**src/rtl/alarm_timer.sv**
```systemverilog
// ============================================================================
// alarm_timer : parameter store, 1 Hz tick and one-shot countdown that feeds
//               the anti-theft FSM.
// Revision    : 1.0
// ============================================================================
`default_nettype none

module alarm_timer #(
  parameter int unsigned CLK_HZ    = 100000000,
  parameter logic [3:0]  T_ARM_DEF = 4'd6,
  parameter logic [3:0]  T_DRV_DEF = 4'd8,
  parameter logic [3:0]  T_PAS_DEF = 4'd15,
  parameter logic [3:0]  T_ALM_DEF = 4'd10
) (
  input  logic       clock,
  input  logic       reset,
  input  logic       start_timer,
  input  logic [1:0] interval,
  input  logic       reprogram,
  input  logic [1:0] time_param_sel,
  input  logic [3:0] time_value,
  output logic       expired,
  output logic       one_hz_enable,
  output logic       running,
  output logic [3:0] time_left
);

  localparam int unsigned PW = (CLK_HZ > 1) ? $clog2(CLK_HZ) : 1;
  localparam logic [PW-1:0] PRE_MAX = PW'(CLK_HZ - 1);

  typedef enum logic [1:0] {
    IDLE  = 2'd0,
    COUNT = 2'd1,
    DONE  = 2'd2
  } state_t;

  state_t        state_q, state_d;
  logic [PW-1:0] pre_q, pre_d;
  logic          tick_q, tick_d;
  logic [3:0]    time_left_q, time_left_d;
  logic [3:0]    param_q [4];
  logic [3:0]    param_d [4];

  logic          load;
  logic          wrap;
  logic [3:0]    load_value;

  // Reprogram wins over start, so a load only happens when reprogram is low.
  assign load       = start_timer && !reprogram;
  assign wrap       = (pre_q == PRE_MAX);
  assign load_value = param_q[interval];

  always_comb begin
    param_d = param_q;
    if (reprogram) begin
      param_d[time_param_sel] = time_value;
    end
  end

  // The countdown steps on the wrap edge itself, the same edge that raises
  // one_hz_enable, which gives exactly N*CLK_HZ cycles from load to expiry.
  always_comb begin
    pre_d  = pre_q + 1'b1;
    tick_d = 1'b0;
    if (load) begin
      pre_d = '0;
    end else if (wrap) begin
      pre_d  = '0;
      tick_d = 1'b1;
    end
  end

  always_comb begin
    state_d     = state_q;
    time_left_d = time_left_q;
    if (reprogram) begin
      state_d     = IDLE;
      time_left_d = 4'd0;
    end else if (start_timer) begin
      time_left_d = load_value;
      state_d     = (load_value == 4'd0) ? DONE : COUNT;
    end else begin
      case (state_q)
        COUNT: begin
          if (wrap) begin
            if (time_left_q > 4'd1) begin
              time_left_d = time_left_q - 4'd1;
            end else begin
              time_left_d = 4'd0;
              state_d     = DONE;
            end
          end
        end
        DONE: begin
          time_left_d = 4'd0;
        end
        default: begin
          state_d = IDLE;
        end
      endcase
    end
  end

  always_ff @(posedge clock or posedge reset) begin
    if (reset) begin
      state_q     <= IDLE;
      pre_q       <= '0;
      tick_q      <= 1'b0;
      time_left_q <= 4'd0;
      param_q[0]  <= T_ARM_DEF;
      param_q[1]  <= T_DRV_DEF;
      param_q[2]  <= T_PAS_DEF;
      param_q[3]  <= T_ALM_DEF;
    end else begin
      state_q     <= state_d;
      pre_q       <= pre_d;
      tick_q      <= tick_d;
      time_left_q <= time_left_d;
      param_q     <= param_d;
    end
  end

  assign expired       = (state_q == DONE);
  assign running       = (state_q == COUNT);
  assign one_hz_enable = tick_q;
  assign time_left     = time_left_q;

endmodule

`default_nettype wire

```
**config.mk**
```make
export PLATFORM = sky130hd
export DESIGN_NAME = alarm_timer
export DESIGN_NICKNAME = d
export VERILOG_FILES = /design/src/rtl/alarm_timer.sv
export SDC_FILE = /design/constraint.sdc
export NUM_CORES = 1
export LEC_CHECK = 0
export CAP_MARGIN = 20
export CORE_MARGIN = 4
export CORE_UTILIZATION = 45
export CTS_CLUSTER_SIZE = 10
export DETAILED_ROUTE_END_ITERATION = 6
export PLACE_DENSITY = 0.71
export REMOVE_ABC_BUFFERS = 1
export SETUP_SLACK_MARGIN = 0.05
export SYNTH_ARGS = -nofsm -noshare
export SYNTH_HDL_FRONTEND = slang
export SYNTH_SLANG_ARGS = --single-unit
```
**constraint.sdc**
```tcl
create_clock -name clock -period 2.6 [get_ports clock]
set_input_delay 0.26 -clock clock [delete_from_list [all_inputs] [get_ports clock]]
set_output_delay 0.26 -clock clock [all_outputs]
set_load 0.01 [all_outputs]
```
==> results of run 1 <==
-- metrics by stage --
| step | std cells | power (mW) |
|---|---|---|
| after floorplan | 233 | 1.13 |
| after global placement | 328 | 1.23 |
| after detailed placement | 328 | 1.24 |
| after CTS | 336 | 1.78 |
| after global routing | 336 | 1.87 |
| final | 336 | 1.76 |
-- flip-flops by register name (all words and copies together) (netlist names) --
register and cells:
state_q 2, time_left 4, param_q 16, one_hz_enable 1, pre_q 27
-- worst min-delay path by stage --
stage | startpoint | endpoint | slack (ps) | cells after the start
floorplan | reprogram | time_left[0] | 320 | 1
global placement | pre_q[0] | pre_q[0] | 480 | 1
detailed placement | pre_q[0] | pre_q[0] | 500 | 1
CTS | reset | pre_q[4] | 310 | 2
global route | reset | pre_q[4] | 340 | 2
finish | reset | pre_q[4] | 300 | 2
-- power breakdown --
group          leakage (nW)  internal [mW]  switching [mW]
clock                0.0579          0.283           0.254
sequential            0.644          0.877          0.0649
combinational         0.517          0.152           0.130
total                  1.22           1.31           0.449
-- kinds of logic after synthesis --
kind of cell,share of synthesized area
compound gates,0.0381
xor+xnor,0.0832
fa+ha+maj,0.0248
buf+inv,0.0223
flops,0.500
mux,0.107
simple gates,0.225
-- cell usage in the layout (no fill, tap or decap), types with 3 or more instances in the layout --
| master | count |
|---|---|
| clkbuf_8 | 5 |
| or3_1 | 3 |
| or4_1 | 5 |
| nor2_1 | 39 |
| o21ai_0 | 3 |
| and3_1 | 3 |
| clkdlybuf4s50_1 | 18 |
| nand3b_1 | 3 |
| dfstp_2 | 9 |
| mux2_2 | 16 |
| ha_1 | 5 |
| dfrtp_1 | 41 |
| inv_1 | 9 |
| xnor2_1 | 12 |
| xor2_1 | 12 |
| nor3_1 | 9 |
| nand4_1 | 7 |
| buf_4 | 4 |
| nand2_1 | 13 |
| mux4_2 | 4 |
| nand3_1 | 15 |
-- cell type report --
class | count | area [µm²] | share of cell area
clock inverter | 3 | 40.0 | 0.0136
multi-input combinational | 173 | 1210 | 0.411
inverter | 10 | 37.5 | 0.0128
clock buffer | 5 | 68.8 | 0.0234
timing repair buffer | 23 | 230 | 0.0784
tap | 72 | 90.1 | 0.0307
sequential | 50 | 1260 | 0.430
-- critical path, delay by kind of cell, from the launching register on --
kind / cells / cell delay (ps)
AND/OR/NAND/NOR: 3 / 1290
AO/OA/AOI/OAI: 2 / 500
flip-flops: 1 / 430
-- synthesized netlist by cell type, types with 7 or more instances --
| cell | count | share of area |
|---|---|---|
| dfrtp_1 | 41 | 0.41 |
| nor2_1 | 39 | 0.058 |
| mux2_2 | 16 | 0.071 |
| nand3_1 | 15 | 0.030 |
| nand2_1 | 13 | 0.019 |
| xnor2_1 | 12 | 0.042 |
| xor2_1 | 12 | 0.042 |
| inv_1 | 10 | 0.015 |
| dfstp_2 | 9 | 0.094 |
| nor3_1 | 9 | 0.018 |
| nand4_1 | 7 | 0.017 |
-- routing by layer --
metal	track usage	share of wire
met4	0.0401	0.0096
met3	0.0377	0.038
met2	0.252	0.48
met5	0	0
met1	0.196	0.47
==> run metrics, run 1 <==
clock period minus worst slack=2310 ps; Final Cycle Share=0.887; Hold-fix buffers, CTS=0; internal reg-to-reg setup slack=290 ps; Hold Slack=296 ps; Layout area overhead=16.2%; crit-path cells=or4_1, nor4_2, a31oi_1, or3_1, a311oi_2; gr usage total=0.151; number of vias per cell=5.50; unrepaired setup endpoints after global routing=false; Area after DPL=2830 µm²; share of layout cells above drive strength 1=0.182; Setup TNS=0 ps; worst-skew pair later-pin latency=300 ps; number of synthesized flops with an enable pin=0; DP HPWL=3.53 mm; crit path from=pre_q[12]; critical path class=flip-flop to flip-flop; status=finished, final reports clean; post-synthesis register bit count=50; Initial Util=0.462; syn avg cell area=10.6 µm²; CTS clk-pin slew, worst paths=90 ps; die area=6880 µm²; grt total ovfl=0; Ys Warns=0; Pins Over Slew Limit=0; DR iter-0 viols=132; Distinct cells, synth=38; vias=1849; count of filler cells inserted in the layout=500; final instance area=2940 µm²; post-cts sizing count=0; worst r2r dst=time_left[0]; initial antenna violation count=0; vias in the first global route=1903; Fin. Hold Viols=0; Mapped Cells=238; TritonCTS buffer count=5; Core Area=5470 µm²; port bufs=18; cell count of the worst reg-to-reg path=5; Slew HR=0.527; Num Clock Sinks=50; CTS tree=done; max cap viols=0; number of top-level pins=19; Post-synth top flop=dfrtp_1; drt pass-1 iters=4; routed len/inst=14.5 µm; Fmax achieved=434 MHz; Post-synth ARST share=1.00; ant diodes=0; worst r2r src=pre_q[12]; Setup Slack @ Placement=302 ps; # setup viols final=0; GP Congestion=0.834; power per cell area=600 nW/µm²; Crit Path Max Fanout=8; Setup Fix Bufs, Post-CTS=0; min-delay worst type=input port to async pin; clock root buffer=clkbuf_8; Worst Slack Setup Final=294 ps; Mapped Area=2530 µm²; Worst-Margin Slew=708 ps; skew final=11.4 ps; die width=82.9 µm; Worst setup SP type=flip-flop; Arr. time, crit path=2530 ps; Leak Pwr=1.22 nW; ANT nets after route=0; H-tree levels=2; Rows=27; CTS Buffer Depth=2; largest net degree at the start of global routing=30; register area share after synthesis=0.500; Worst Setup End Kind=flip-flop; DRC viols=0; Worst path max stage delay=550 ps; Die H=82.9 µm; Final Util=0.537; Final nets=280; first-pass GRT wire length=8.68 mm; Routed WL=4.88 mm; Max IR drop VDD=328 µV; slowest stage cell, crit path=or4_1; crit path capture=time_left[0]; CP required=2820 ps
No activity file was read; power rests on OpenSTA's default activity.
==> inputs of run 2 (changes only) <==
- CTS_CLUSTER_DIAMETER: unset -> 100
==> results of run 2 <==
The final DEF is identical to that of run 1; final timing and power are the same.
==> inputs of run 3 (changes only) <==
- SKIP_LAST_GASP: unset -> 1
==> results of run 3 <==
The final DEF is identical to that of run 1; final timing and power are the same.
